==> src/rtl/spi_mem_arbiter.sv <==
// Round-robin two-port arbiter that serialises word requests into mode-0 SPI
// transactions {opcode, address, data byte} for a single external SPI RAM.
module spi_mem_arbiter #(
    parameter int          ADDR_W   = 16,
    parameter int          SCK_HALF = 1,
    parameter logic [7:0]  RD_OP    = 8'h03,
    parameter logic [7:0]  WR_OP    = 8'h02
) (
    input  logic              clk,
    input  logic              rst,
    input  logic              p0_req,
    input  logic [ADDR_W-1:0] p0_addr,
    output logic              p0_ack,
    input  logic              p1_req,
    input  logic              p1_we,
    input  logic [ADDR_W-1:0] p1_addr,
    input  logic [7:0]        p1_wdata,
    output logic              p1_ack,
    output logic [7:0]        rdata,
    output logic              busy,
    output logic              spi_cs_n,
    output logic              spi_sck,
    output logic              spi_mosi,
    input  logic              spi_miso
);
    localparam int NBITS = 16 + ADDR_W;
    localparam int HW    = (SCK_HALF > 1) ? $clog2(SCK_HALF) : 1;
    localparam int BW    = $clog2(NBITS);
    localparam logic [HW-1:0] HALF_LAST = HW'(SCK_HALF - 1);
    localparam logic [BW-1:0] BIT_LAST  = BW'(NBITS - 1);

    typedef enum logic [1:0] {IDLE, SHIFT, DONE} state_t;

    state_t            state;
    logic              last_gnt;
    logic              gnt_port;
    logic              gnt_wr;
    logic [NBITS-1:0]  shreg;
    logic [6:0]        rx;
    logic [HW-1:0]     half_cnt;
    logic [BW-1:0]     bit_cnt;

    logic              pick;
    logic              pick_wr;
    logic [NBITS-1:0]  frame;

    // NOTE: every always_comb output gets a default first so no path can infer a latch.
    always_comb begin
        pick = p1_req;
        if (p0_req && p1_req)
            pick = ~last_gnt;
        pick_wr = pick & p1_we;
        frame   = {RD_OP, p0_addr, 8'h00};
        if (pick)
            frame = {p1_we ? WR_OP : RD_OP, p1_addr, p1_we ? p1_wdata : 8'h00};
    end

    // NOTE: the block holds only flops (no memory arrays), so all of it takes the async reset.
    always_ff @(posedge clk or posedge rst) begin
        if (rst) begin
            state    <= IDLE;
            last_gnt <= 1'b1;
            gnt_port <= 1'b0;
            gnt_wr   <= 1'b0;
            shreg    <= '0;
            rx       <= '0;
            half_cnt <= '0;
            bit_cnt  <= '0;
            spi_cs_n <= 1'b1;
            spi_sck  <= 1'b0;
            spi_mosi <= 1'b0;
            p0_ack   <= 1'b0;
            p1_ack   <= 1'b0;
            busy     <= 1'b0;
            rdata    <= '0;
        end else begin
            p0_ack <= 1'b0;
            p1_ack <= 1'b0;
            unique case (state)
                IDLE: begin
                    if (p0_req || p1_req) begin
                        state    <= SHIFT;
                        gnt_port <= pick;
                        last_gnt <= pick;
                        gnt_wr   <= pick_wr;
                        shreg    <= frame;
                        spi_mosi <= frame[NBITS-1];
                        spi_cs_n <= 1'b0;
                        spi_sck  <= 1'b0;
                        busy     <= 1'b1;
                        half_cnt <= '0;
                        bit_cnt  <= '0;
                    end
                end
                SHIFT: begin
                    if (half_cnt != HALF_LAST) begin
                        half_cnt <= half_cnt + 1'b1;
                    end else begin
                        half_cnt <= '0;
                        if (!spi_sck) begin
                            spi_sck <= 1'b1;
                        end else begin
                            // End of high phase: sample MISO and drop SCK.
                            rx      <= {rx[5:0], spi_miso};
                            spi_sck <= 1'b0;
                            if (bit_cnt == BIT_LAST) begin
                                state    <= DONE;
                                spi_cs_n <= 1'b1;
                                spi_mosi <= 1'b0;
                                p0_ack   <= ~gnt_port;
                                p1_ack   <= gnt_port;
                                if (!gnt_wr)
                                    rdata <= {rx, spi_miso};
                            end else begin
                                bit_cnt  <= bit_cnt + 1'b1;
                                shreg    <= shreg << 1;
                                spi_mosi <= shreg[NBITS-2];
                            end
                        end
                    end
                end
                DONE: begin
                    state <= IDLE;
                    busy  <= 1'b0;
                end
                default: state <= IDLE;
            endcase
        end
    end
endmodule

==> config.mk <==
export PLATFORM = sky130hd
export DESIGN_NAME = spi_mem_arbiter
export DESIGN_NICKNAME = d
export VERILOG_FILES = /design/src/rtl/spi_mem_arbiter.sv
export SDC_FILE = /design/constraint.sdc
export NUM_CORES = 1
export LEC_CHECK = 0
export ABC_AREA = 1
export CAP_MARGIN = 20
export CORE_MARGIN = 2
export CORE_UTILIZATION = 40
export CTS_CLUSTER_SIZE = 24
export DETAILED_ROUTE_END_ITERATION = 10
export GPL_TIMING_DRIVEN = 0
export PLACE_DENSITY_LB_ADDON = 0.3
export SYNTH_ARGS = -nofsm -noshare
export SYNTH_HDL_FRONTEND = slang
export SYNTH_SLANG_ARGS = --single-unit
==> constraint.sdc <==
create_clock -name clk -period 2.8 [get_ports clk]
set_input_delay 0.56 -clock clk [delete_from_list [all_inputs] [get_ports clk]]
set_output_delay 0.56 -clock clk [all_outputs]
set_load 0.005 [all_outputs]
[After elaboration in Yosys (flattened, before gate mapping)]
Index checks and enable logic that the tools add are counted.
Storage, ports and cells
  register bits: 63
  input port bits: 46
  output and inout port bits: 14
  logic and storage cells: 89
Cells by class
  add/sub/neg operators: 2
  eq/ne operators: 8
  multiplexer cells: 44
  bitwise operators: 5
  reductions and logical operators: 15
Operator list (count)
  31-bit 2-to-1 mux: 4
  31-bit case mux with 2 select lines: 1
  25-bit 2-to-1 mux: 1
  1-bit 2-to-1 mux: 22
  5-bit 2-to-1 mux: 4
  5-bit AND reduction: 3
  2-bit != test, second input constant: 5
  1-bit case mux with 2 select lines: 5
  5-bit case mux with 2 select lines: 1
  2-bit 2-to-1 mux: 4
  8-bit 2-to-1 mux: 1
  4-bit AND reduction: 2
  2-bit AND reduction: 3
  3-bit AND reduction: 2
  5-bit by 1-bit adder with 5-bit output, second input constant: 1
  5-bit == test, second input constant: 1
  1-bit NOT: 4
  2-bit case mux with 2 select lines: 1
  2-bit nonzero test: 2
  2-bit by 1-bit == test with 1-bit output, second input constant: 1
  2-bit == test, second input constant: 1
  2-bit zero test: 1
  1-bit adder, second input constant: 1
  1-bit AND: 1
  2 further kinds: 2

[Logic depth before layout (Yosys ltp)]
Gate-level depths: netlist of the first run.
  depth in word-level cells: 5
  gate-level depth with buffers: 10
  mapped depth without buffers: 9

[Worst setup path after synthesis of the first run]
No wires, ideal clock.
  path kind: reg2reg
  from: reg bit_cnt[0]
  to: reg bit_cnt[0]
  setup time: 0.130 ns
  arrival time: 1.568 ns
  required time: 2.670 ns
  path slack: 1.103 ns
  cell stages (with the launch flop): 10
  buffers on the path: 1
  clock period less this slack: 1.697 ns
  cell sequence: dfrtp_1 -> ha_1 -> inv_1 -> nor3_1 -> ha_1 -> a21oi_1 -> nand3_2 -> buf_2 -> nand2_1 -> o21ai_0
On the way
  longest elaborated chain between the ends: 5
  elaborated cells on any way between the ends: 8
  those cells by class: add/sub (1); eq/ne (2); mux (4); reduce/logical (1)
Ends and longest elaborated chain
  start, declared: line 41  | logic [BW-1:0] bit_cnt;
  start signal, assigned: line 115  | bit_cnt <= bit_cnt + 1'b1;
  5-bit by 1-bit adder with 5-bit output: line 115
  5-bit 2-to-1 mux: line 106  | if (bit_cnt == BIT_LAST) begin
  5-bit 2-to-1 mux: line 100  | if (!spi_sck) begin
  5-bit 2-to-1 mux: line 96  | if (half_cnt != HALF_LAST) begin
  5-bit case mux with 2 select lines: line 79  | unique case (state)
Several ways; a longest one is shown, not always the timed one. The select of a mux whose other input is x is not followed.
A chain may end at the register's enable or synchronous reset.

[Worst setup path after layout of the first run]
  from: reg spi_sck
  to: out spi_sck
RTL lines
  start, declared: line 22  | output logic spi_sck,
  start signal, assigned: line 70  | spi_sck <= 1'b0;
  start signal, assigned: line 89  | spi_sck <= 1'b0;
  start signal, assigned: line 101  | spi_sck <= 1'b1;
No word-level cell between the ends.

==> results.txt, run 1 <==
delay-heaviest family, CP: buffers and inverters
CP max stage delay: 0.58 ns
Critical Path RT: 2.24 ns
share of cells above drive strength 1: 12.6%
hold_buf cts: 0
Worst IR Drop VDD: 404 µV
Nets: 490
Syn Nets: 419
Worst Tran Pin Value: 0.731 ns
drt pass-1 iters: 4
antenna diode count: 0
area occupied by registers: 0.00155 mm²
via count: 2630
Post-CTS Resized: 0
Final Max Tran Viols: 0
Leak: 1.92 nW
setup violators final: 0
final antenna-violating net count: 0
CP Capture Type: primary output
Syn-to-layout area delta: 34.1%
TritonCTS Sinks: 62
GP Congestion: 0.793
crit-path cells: clkdlybuf4s50_1
DP HPWL: 4960 µm
Avg Inst Size Synth: 8.05 µm²
Setup Skew: 0.00447 ns
H-tree depth: 3
DR WL/cell: 12.7 µm
Rows: 31
Fmax: 0.502 GHz
global-route wire length before repair: 11800 µm
outcome: finished, final reports clean
CTS clk-pin slew, worst paths: 0.07 ns
# fillers: 702
Synth Instances: 370
flops & latches, synth: 62
startpoint type of the worst setup path: register
Die ar.: 0.00815 mm²
most used cells in the layout excluding fill and tap cells: nand2_1 (130), dfrtp_1 (60), clkdlybuf4s50_1 (59), nand3_1 (56), inv_1 (28)
postcts setup bufs: 0
root buffer cell: clkbuf_8
CTS tree: done
maximum root-to-sink buffer count: 2
worst hold margin: 0.427 ns
Worst Path Buf+Inv: 1
core area: 0.00721 mm²
gr ovfl total: 0
I/O pin total: 60
Synth cell types: 23
RSZ-0062 raised after global routing: false
Post-Route WL: 6900 µm
Crit-path slowest cell: clkdlybuf4s50_1
vias per cell: 4.83
largest net degree at the start of global routing: 34
most common cell after layout, fill and taps aside: nand2_1
Setup Total Neg Slack: 0 ns
number of global-route vias before repair: 2467
worst min path class: reg2reg
Seq/Total Area, Yosys: 52.2%
Total GRT Usage: 18.2%
total CTS buffers: 9
Arrival @ worst endpoint: 1.43 ns
total chip power: 3.87 mW
Max-cap violations: 0
worst-skew pair later-pin latency: 0.34 ns
worst-path fanout max: 6
synthesized cell area: 0.00298 mm²
Initial Util: 41.3%
crit path time final: 1.99 ns
DRC: 0
crit share post-route: 71.1%
Pwr Density: 969 mW/mm²
Setup CP Type: reg2out
die height: 90.3 µm
chip width: 90.3 µm
I/O Buffers: 59
initial antenna violation count: 0
Iteration-0 DRC Markers: 220
endpoints failing hold: 0
Max-slew headroom: 51.2%
area occupied by multi-input gates: 0.00122 mm²
Syn. warnings: 0
-- worst paths after layout --
check                           start        end  slack (ns)  cells after the start
setup / recovery              spi_sck    spi_sck        0.81                      1
hold / removal               gnt_port     p0_ack        0.43                      1
setup reg to reg           bit_cnt[0]  shreg[10]        0.82                     10
hold reg to reg              gnt_port     p0_ack        0.43                      1
max in group asynchronous         rst   spi_cs_n        1.45                      3
min in group asynchronous         rst   rdata[3]        0.67                      2
-- routing by layer --
metal / vias up / wire length [µm] / part of all wire [%] / track usage, %
met3: 6 / 302 / 4.4 / 5.34
met1: 1241 / 3130 / 45 / 23.8
li1: 1331 / - / - / -
met4: 0 / 72 / 1.0 / 5.77
met2: 52 / 3400 / 49 / 29.2
met5: - / 0 / 0 / 0
-- where the power goes --
group | switching (mW) | internal (mW) | total [mW]
Clock | 0.350 | 0.732 | 1.08
Combinational | 0.822 | 0.569 | 1.39
Sequential | 0.185 | 1.21 | 1.40
Total | 1.36 | 2.51 | 3.87
-- kinds of logic (layout without fill, tap and decap cells) --
family | after synthesis | count (layout) | synth area share [%]
buffers and inverters | 46 | 122 | 6.76
flip-flops | 62 | 62 | 52.2
AO/OA/AOI/OAI | 40 | 40 | 6.72
adder cells (fa/ha/maj) | 3 | 3 | 1.26
AND/OR/NAND/NOR | 219 | 219 | 33.1
-- final cells by class --
cell class                      instances  share of cell area, %
Sequential cell                        62                   38.9
Multi-Input combinational cell        262                   30.6
Timing Repair Buffer                   60                   15.3
Clock buffer                           11                   3.79
Clock inverter                          5                   3.23
Tap cell                               99                   3.10
Inverter                               30                   2.82
Buffer                                 16                   2.23
-- registers in the layout (all words and copies together) (netlist names) --
| register | count |
|---|---|
| spi_cs_n | 1 |
| bit_cnt | 5 |
| last_gnt | 1 |
| rdata | 8 |
| rx | 7 |
| shreg | 31 |
| spi_sck | 1 |
| p0_ack | 1 |
| gnt_wr | 1 |
| gnt_port | 1 |
| p1_ack | 1 |
| busy | 1 |
| spi_mosi | 1 |
| state | 2 |
-- per-stage QoR --
step / std cells / setup WS, ns / util [%] / instance area [µm²]
after CTS: 545 / 0.790 / 55.3 / 3990
after floorplan: 370 / 0.702 / - / 2980
after global placement: 528 / -0.370 / 51.2 / 3690
after global routing: 545 / 0.614 / 55.3 / 3990
final: 545 / 0.809 / 55.3 / 3990
after detailed placement: 529 / 0.632 / 51.5 / 3710
-- synthesized netlist by cell type, drive strengths merged --
master    n  area share [%]
nand4     4             1.1
nand3    58              10
buf      12             2.5
dfrtp    60              50
a21oi     4            0.67
o21ai    36             6.1
nand2   131              17
inv      30             3.8
nor3      3            0.50
dfstp     2             1.8
nor2      6             1.1
ha        3             1.3
clkbuf    4            0.50
or2      17             3.6
Power figures use the tool's default switching activity.
==> inputs of run 2 (changes only) <==
clock period = 2 ns   (was 2.8 ns; I/O delays follow)
==> run 2 against run 1 <==
Compared with the run above:
- combinational power is 50% higher
- clock-buffer cell count unchanged
- cell area up 1.7%
- flip-flop and latch count did not move
- cell count rose by 0.73%
- critical path depth increased by 10
- register-to-register slack got worse by 0.68 ns
- sequential share of layout area shrank 0.64 points
- first-iteration DRC count up 6.4%
- non-clock buffer count increased by 4
- worst setup slack worse by 0.67 ns
- worst hold slack about the same
- largest power group is now combinational cells
==> results.txt, run 2 (synthesis gave the netlist of run 1 again) <==
outcome: finished, final reports clean
reg2reg start: bit_cnt[0]
critical path depth: 11
TritonCTS Sinks: 62
Initial Util: 41.3%
r2r worst-path depth: 11
r2r setup slk: 0.14 ns
crit path time final: 1.86 ns
antenna diode count: 0
uppermost layer routed: met4
most common cell after layout, fill and taps aside: nand2_1
gr ovfl total: 0
CTS clk-pin slew, worst paths: 0.07 ns
Die ar.: 0.00815 mm²
CP Capture Type: register
DRC: 0
most used cells in the layout excluding fill and tap cells: nand2_1 (130), dfrtp_1 (60), clkdlybuf4s50_1 (59), nand3_1 (56)
M1 wire length: 3210 µm
total CTS buffers: 9
CTS tree: done
crit share post-route: 93.2%
Total GRT Usage: 18.2%
worst min path class: reg2reg
Setup Total Neg Slack: 0 ns
via count: 2656
DR WL/cell: 12.8 µm
# fillers: 691
initial antenna violation count: 0
H-tree depth: 3
worst-path fanout max: 5
Rows: 31
CP max stage delay: 0.42 ns
min-delay src: gnt_port
DP HPWL: 4960 µm
worst-skew pair later-pin latency: 0.34 ns
cell count of the worst hold path: 1
core area: 0.00721 mm²
Worst Tran Pin Value: 0.732 ns
Post-Route WL: 7040 µm
I/O pin total: 60
total chip power: 5.57 mW
delay-heaviest family, CP: adder cells
share of cells above drive strength 1: 14.7%
die height: 90.3 µm
largest net degree at the start of global routing: 34
I/O Buffers: 59
met2 wire length: 3480 µm
number of global-route vias before repair: 2464
Worst Path Buf+Inv: 4
Max-slew headroom: 51.1%
GP Congestion: 0.793
Crit-path slowest cell: dfrtp_1
max reg flops: 31
WL met3: 273 µm
crit-path cells: ha_1 > inv_1 > nor3_2 > ha_2 > a21oi_2 > inv_2 > nor2_4 > buf_12 > buf_6 > nand3_1 > nand2_1
final antenna-violating net count: 0
drt pass-1 iters: 4
Nets: 494
chip width: 90.3 µm
setup violators final: 0
Biggest register: shreg
endpoints failing hold: 0
top flop regs: shreg: 31 flops, rdata: 8 flops, rx: 7 flops
Worst IR Drop VDD: 564 µV
Arrival @ worst endpoint: 2.14 ns
Setup Skew: 0.00575 ns
Critical Path RT: 2.28 ns
Syn-to-layout area delta: 36.3%
Leak: 1.94 nW
Iteration-0 DRC Markers: 234
Fmax: 0.537 GHz
global-route wire length before repair: 11800 µm
Max-cap violations: 0
Setup CP Type: reg2reg
vias per cell: 4.84
Final Max Tran Viols: 0
Pwr Density: 1370 mW/mm²
Worst R2R End: shreg[12]
hold-critical path endpoint: p0_ack
root buffer cell: clkbuf_8
startpoint type of the worst setup path: register
maximum root-to-sink buffer count: 2
==> run 2: worst register-to-register path: stages (launching register included) <==
cell and delay, ns:
dfrtp_1 0.42, ha_1 0.23, inv_1 0.08, nor3_2 0.05
ha_2 0.19, a21oi_2 0.21, inv_2 0.07, nor2_4 0.18
buf_12 0.13, buf_6 0.11, nand3_1 0.07, nand2_1 0.07
==> run 2: final cells by class <==
class	count	area (µm²)	share of cell area (%)
timing repair buffer	64	651	16.0
inverter	30	113	2.77
buffer	16	93.8	2.31
clock inverter	5	129	3.18
tap	99	124	3.05
sequential	62	1550	38.3
multi-input combinational	262	1240	30.6
clock buffer	11	151	3.73
==> run 2: worst max-delay path by stage <==
stage / start / endpoint / slack [ns]
3_3_place_gp: rst / shreg[19] / -1.01
2_1_floorplan: rst / bit_cnt[0] / 0.06
5_1_grt: bit_cnt[0] / shreg[18] / -0.006
6_report: bit_cnt[0] / shreg[12] / 0.14
3_5_place_dp: p1_req / shreg[15] / -0.008
4_1_cts: bit_cnt[0] / rdata[1] / 0.001
==> run 2: what timing repair did <==
action	CTS	global route
pin swaps	1	2
resized for setup	0	9
endpoints found under the setup margin	1	38
setup buffers	0	3
gates cloned	0	1
hold buffers	0	0
==> run 2: layer usage <==
metal  vias up  track usage (%)
met5         -                0
met4         0             5.77
met3         6             5.34
met2        47             29.2
met1      1262             23.8
li1       1341                -
==> run 2: through the flow <==
| step | hold WS, ns | setup WS (ns) | instances | cell area, µm² | util (%) |
|---|---|---|---|---|---|
| 2_1_floorplan | 0.407 | 0.0619 | 370 | 2980 | - |
| 3_3_place_gp | 0.427 | -1.01 | 528 | 3690 | 51.2 |
| 3_5_place_dp | 0.420 | -0.00784 | 529 | 3710 | 51.5 |
| 4_1_cts | 0.429 | 0.00110 | 545 | 3990 | 55.3 |
| 5_1_grt | 0.446 | -0.00556 | 549 | 4060 | 56.3 |
| 6_report | 0.427 | 0.137 | 549 | 4060 | 56.3 |
==> run 2: where the power goes <==
part	total (mW)	switching, mW	internal, mW
sequential	1.96	0.263	1.70
clock	1.52	0.496	1.02
combinational	2.09	1.20	0.892
total	5.57	1.96	3.61
==> inputs of run 3 (changes only) <==
GPL_ROUTABILITY_DRIVEN = 0   (was not set)
REMOVE_ABC_BUFFERS = 1   (was not set)
==> run 3 against run 2 <==
Compared with the run above:
- wire length is 4.4% lower
- critical path type is now in2reg
- critical path depth shrank 3
- power decreased by 8.5%
- die area unchanged
==> results.txt, run 3 (synthesis gave the netlist of run 1 again) <==
Critical Path RT: 2.27 ns
Die ar.: 0.00815 mm²
Crit-path slowest cell: clkdlybuf4s15_1
DR WL/cell: 12.5 µm
most used cells in the layout excluding fill and tap cells: nand2_1 (128), dfrtp_1 (60), clkdlybuf4s50_1 (58), nand3_1 (56)
Pwr Density: 1290 mW/mm²
# fillers: 684
Worst IR Drop VDD: 509 µV
DP HPWL: 4350 µm
worst hold margin: 0.433 ns
endpoints failing hold: 0
crit path time final: 1.89 ns
Setup CP Type: in2reg
DRC: 0
final worst slack: 0.112 ns
I/O pin total: 60
total chip power: 5.10 mW
r2r worst-path depth: 8
Post-Route WL: 6730 µm
Final Util: 54.9%
Worst Tran Pin Value: 0.787 ns
total CTS buffers: 9
CTS tree: done
Leak: 1.87 nW
CP Capture Type: register
hold_buf cts: 0
Comb pwr share: 39.8%
setup violators final: 0
max reg flops: 31
Int Pwr: 3.18 mW
CTS clk-pin slew, worst paths: 0.07 ns
initial antenna violation count: 0
vias per cell: 4.81
Total GRT Usage: 17.9%
CP max stage delay: 0.68 ns
die height: 90.3 µm
final antenna-violating net count: 0
I/O Buffers: 59
Final Max Tran Viols: 0
Switch Pwr: 1.92 mW
Max-cap violations: 0
Iteration-0 DRC Markers: 170
Rows: 31
part of the power in the clock network: 21.7%
H-tree depth: 3
worst-path fanout max: 21
Nets: 482
antenna diode count: 0
maximum root-to-sink buffer count: 2
post-route insts no fill: 537
most common cell after layout, fill and taps aside: nand2_1
Initial Util: 41.3%
worst-skew pair later-pin latency: 0.33 ns
Placed Area: 0.00365 mm²
most frequent CP cell: nand2_1
crit-path cells: clkdlybuf4s15_1 > nor2_1 > nand2_1 > nand2_1 > nor2_4 > buf_4 > nand3_1 > nand2_1
via count: 2585
TritonCTS Sinks: 62
Flop pwr share: 38.5%
outcome: finished, final reports clean
Syn-to-layout area delta: 32.9%
placed cells: 514
root buffer cell: clkbuf_8
share of cells above drive strength 1: 12.8%
gr ovfl total: 0
Sw Ratio: 37.7%
design area: 0.00396 mm²
startpoint type of the worst setup path: input port
Setup Total Neg Slack: 0 ns
cell count of the worst hold path: 1
drt pass-1 iters: 4
dpl ws: -0.698 ns
Setup Skew: 0.00967 ns
global-route wire length before repair: 11800 µm
number of global-route vias before repair: 2574
core area: 0.00721 mm²
top flop regs: shreg: 31 flops, rdata: 8 flops, rx: 7 flops
Arrival @ worst endpoint: 2.16 ns
Biggest register: shreg
Max-slew headroom: 47.5%
crit share post-route: 94.4%
Fmax: 0.530 GHz
worst min path class: reg2reg
chip width: 90.3 µm
largest net degree at the start of global routing: 35
-- run 3: cell count changes in the layout (fill, tap and decap cells not counted), sizes merged --
cell           before  now
clkdlybuf4s50      59   58
nand3              58   59
clkbuf             15   13
bufinv              4    1
buf                17    7
nor2                6    7
clkinvlp            0    1
clkdlybuf4s15       0    1
-- run 3: metal layers --
layer	global-route usage (%)	vias up	routed length (µm)
met5	0	-	0
met4	5.00	0	72
met3	5.43	7	304
met2	29.7	57	3320
met1	22.7	1205	3040
li1	-	1316	-
-- run 3: what timing repair did --
action / in CTS / in global routing
buffers inserted: 5 / 0
pin swaps: 3 / 2
resized for setup: 8 / 5
setup endpoints to repair: 37 / 45
cloned: 2 / 0
-- run 3: area by class of cell --
type                    instances  area (µm²)  area share [%]
well taps                      99         124            3.13
repair buffers                 66         676            17.1
multi-input cells             264        1290            32.6
flip-flops and latches         62        1550            39.3
inverters                      30         113            2.84
clock inverters                 3        42.5            1.07
clock buffers                  13         159            4.01
-- run 3: critical path, delay by kind of cell --
family	cells	cell delay [ns]
AND/OR/NAND/NOR	6	0.90
buffers and inverters	2	0.85
-- run 3: worst paths after layout --
kind / startpoint / endpoint / slack [ns]
max: p1_req / shreg[19] / 0.11
min: gnt_port / p0_ack / 0.43
max reg2reg: bit_cnt[0] / bit_cnt[1] / 0.15
min reg2reg: gnt_port / p0_ack / 0.43
max in group asynchronous: rst / shreg[25] / 0.91
min in group asynchronous: rst / shreg[11] / 0.49
-- run 3: power groups by stage --
stage	sequential [mW]	clock [mW]	combinational, mW
global placement	1.95	0	1.74
finish	1.96	1.11	2.03
global route	2.02	1.20	2.32
floorplan	1.91	0	1.30
CTS	1.95	1.13	2.03
detailed placement	1.96	0	1.86
==> variant, RTL diff (config.mk and constraints of run 1) <==
Set the parameter `ADDR_W` to 18 (it was 16).
--- a/src/rtl/spi_mem_arbiter.sv
+++ b/src/rtl/spi_mem_arbiter.sv
@@ -1,7 +1,7 @@
 // Round-robin two-port arbiter that serialises word requests into mode-0 SPI
 // transactions {opcode, address, data byte} for a single external SPI RAM.
 module spi_mem_arbiter #(
-    parameter int          ADDR_W   = 16,
+    parameter int          ADDR_W   = 18,
     parameter int          SCK_HALF = 1,
     parameter logic [7:0]  RD_OP    = 8'h03,
     parameter logic [7:0]  WR_OP    = 8'h02
Ports: changed (resized p0_addr and p1_addr); port bits go from 60 to 64. The function was not compared with the original's and may differ.
==> variant against run 1 <==
Hold slack improved by 35 ps; cell area is 10% higher; die area up 14%; synthesized area increased by 14%; routed wire length increased by 7.4%; cell count grew 19%; clock skew rose by 5.2 ps; setup slack better by 48 ps; sequential cell count grew 3; count of clock-buffer cells in the layout is 2 higher; critical path depth stayed put; register-to-register slack improved by 240 ps; critical endpoint is now spi_cs_n.
Power is not compared: it rests on default switching activity, and its combinational part moved more than twofold at a synthesized area within 25%.
==> variant: results (changes against run 1) <==
<table>
<tr><th>Metric</th><th>Value</th></tr>
<tr><th colspan="2">GRT</th></tr>
<tr><td>Routing usage on met3</td><td>3.45% (was 5.34%)</td></tr>
<tr><td>Via count of the first global-routing pass</td><td>2950 (was 2467)</td></tr>
<tr><td>First-pass GRT wire length</td><td>12.9 mm (was 11.8 mm)</td></tr>
<tr><td>Global Route met2 Usage</td><td>29.5% (was 29.2%)</td></tr>
<tr><td>Global-route met1 utilization</td><td>23.1% (was 23.8%)</td></tr>
<tr><td>All-Layer GR Usage</td><td>17.7% (was 18.2%)</td></tr>
<tr><th colspan="2">Placement</th></tr>
<tr><td>Post-Place Cell Area</td><td>4190 um2 (was 3710 um2)</td></tr>
<tr><td>Number of cells in the design after placement</td><td>635 (was 529)</td></tr>
<tr><td>RD Place Congestion</td><td>0.878 (was 0.793)</td></tr>
<tr><th colspan="2">Route</th></tr>
<tr><td>Total wire length</td><td>7.41 mm (was 6.90 mm)</td></tr>
<tr><td>Total number of vias</td><td>3091 (was 2630)</td></tr>
<tr><td>Sum of met2 wire segment lengths after detailed routing</td><td>3.50 mm (was 3.40 mm)</td></tr>
<tr><td>Length of routed met3 wiring</td><td>386 um (was 302 um)</td></tr>
<tr><td>Number of DRC markers after the initial detailed-route iteration</td><td>150 (was 220)</td></tr>
<tr><th colspan="2">Logic synthesis</th></tr>
<tr><td>Share of the synthesized area in compound gates (AO/OA/AOI/OAI)</td><td>4.85% (was 6.72%)</td></tr>
<tr><td>Syn nets</td><td>518 (was 419)</td></tr>
<tr><td>Dominant cells by area after synthesis</td><td>dfrtp_1 46%, nand2_1 23%, inv_1 6.4%, o21ai_0 4.9%, nand3_1 4.6% (was dfrtp_1 50%, nand2_1 16%, nand3_1 9.4%, o21ai_0 4.5%, inv_1 3.7%)</td></tr>
<tr><td>Register area share after synthesis</td><td>47.9% (was 52.2%)</td></tr>
<tr><td>Number of distinct standard cells referenced by the synthesized netlist</td><td>21 (was 23)</td></tr>
<tr><td>Synth Area in Adders</td><td>0.735% (was 1.26%)</td></tr>
<tr><th colspan="2">Final layout</th></tr>
<tr><td>Non-filler cells in the finished layout</td><td>651 (was 545)</td></tr>
<tr><td>Largest registers in the final layout</td><td>shreg x33, rdata x8, rx x7 (was shreg x31, rdata x8, rx x7)</td></tr>
<tr><td>Number of filler cells placed in the layout</td><td>783 (was 702)</td></tr>
<tr><td>Share of layout cells above drive strength 1</td><td>7.33% (was 12.6%)</td></tr>
<tr><th colspan="2">STA</th></tr>
<tr><td>Worst hold slack</td><td>462 ps (was 427 ps)</td></tr>
<tr><td>Remaining max-slew budget at the tightest pin</td><td>58.3% (was 51.2%)</td></tr>
<tr><th colspan="2">Worst setup path</th></tr>
<tr><td>Worst stage delay on the critical path</td><td>550 ps (was 580 ps)</td></tr>
<tr><td>CP Max Fanout</td><td>2 (was 6)</td></tr>
<tr><th colspan="2">Run status</th></tr>
<tr><td>Status</td><td>complete, no violations (unchanged)</td></tr>
</table>
variant: changes by cell type after synthesis, moves of 9 or more:
cell,delta
nand3b_1,+18
inv_1,+29
nand3_1,-25
nand2_1,+79
or2_2,-16
o21ai_1,-9
variant: final cells by class:
class	instances	area share [%]
buffer	19	2.56
clock buffer	13	3.16
sequential	65	37.1
timing repair buffer	64	14.8
multi-input combinational	320	32.6
tap	105	2.99
clock inverter	3	1.48
inverter	62	5.30
variant: worst paths after layout:
| path | start | endpoint | cells past startpoint |
|---|---|---|---|
| max | spi_cs_n$_DFFE_PP1P_ | spi_cs_n | 1 |
| min | gnt_port$_DFFE_PP0P_ | p0_ack$_DFF_PP0_ | 1 |
| min reg2reg | gnt_port$_DFFE_PP0P_ | p0_ack$_DFF_PP0_ | 1 |
| min in group asynchronous | rst | shreg[31]$_DFFE_PP0P_ | 2 |
| max in group asynchronous | rst | shreg[9]$_DFFE_PP0P_ | 3 |
| max reg2reg | bit_cnt[0]$_DFFE_PP0P_ | shreg[5]$_DFFE_PP0P_ | 8 |
variant: power groups by stage:
stage / clock network (uW) / logic, uW / registers [uW]
floorplan: 0 / 49.5 / 964
global placement: 0 / 129 / 964
detailed placement: 0 / 134 / 964
CTS: 862 / 135 / 946
global route: 913 / 149 / 946
finish: 849 / 131 / 946
variant: cell families after synthesis:
group | Yosys count
compound gates | 33
simple gates | 285
flops | 65
buf+inv | 81
fa+ha+maj | 2
variant: stage by stage:
| step | utilization, % | setup WS (ps) |
|---|---|---|
| global route | 53.4 | 693 |
| CTS | 53.4 | 846 |
| global placement | 50.7 | -519 |
| detailed placement | 51.0 | 506 |
| finish | 53.4 | 856 |
| floorplan | - | 617 |
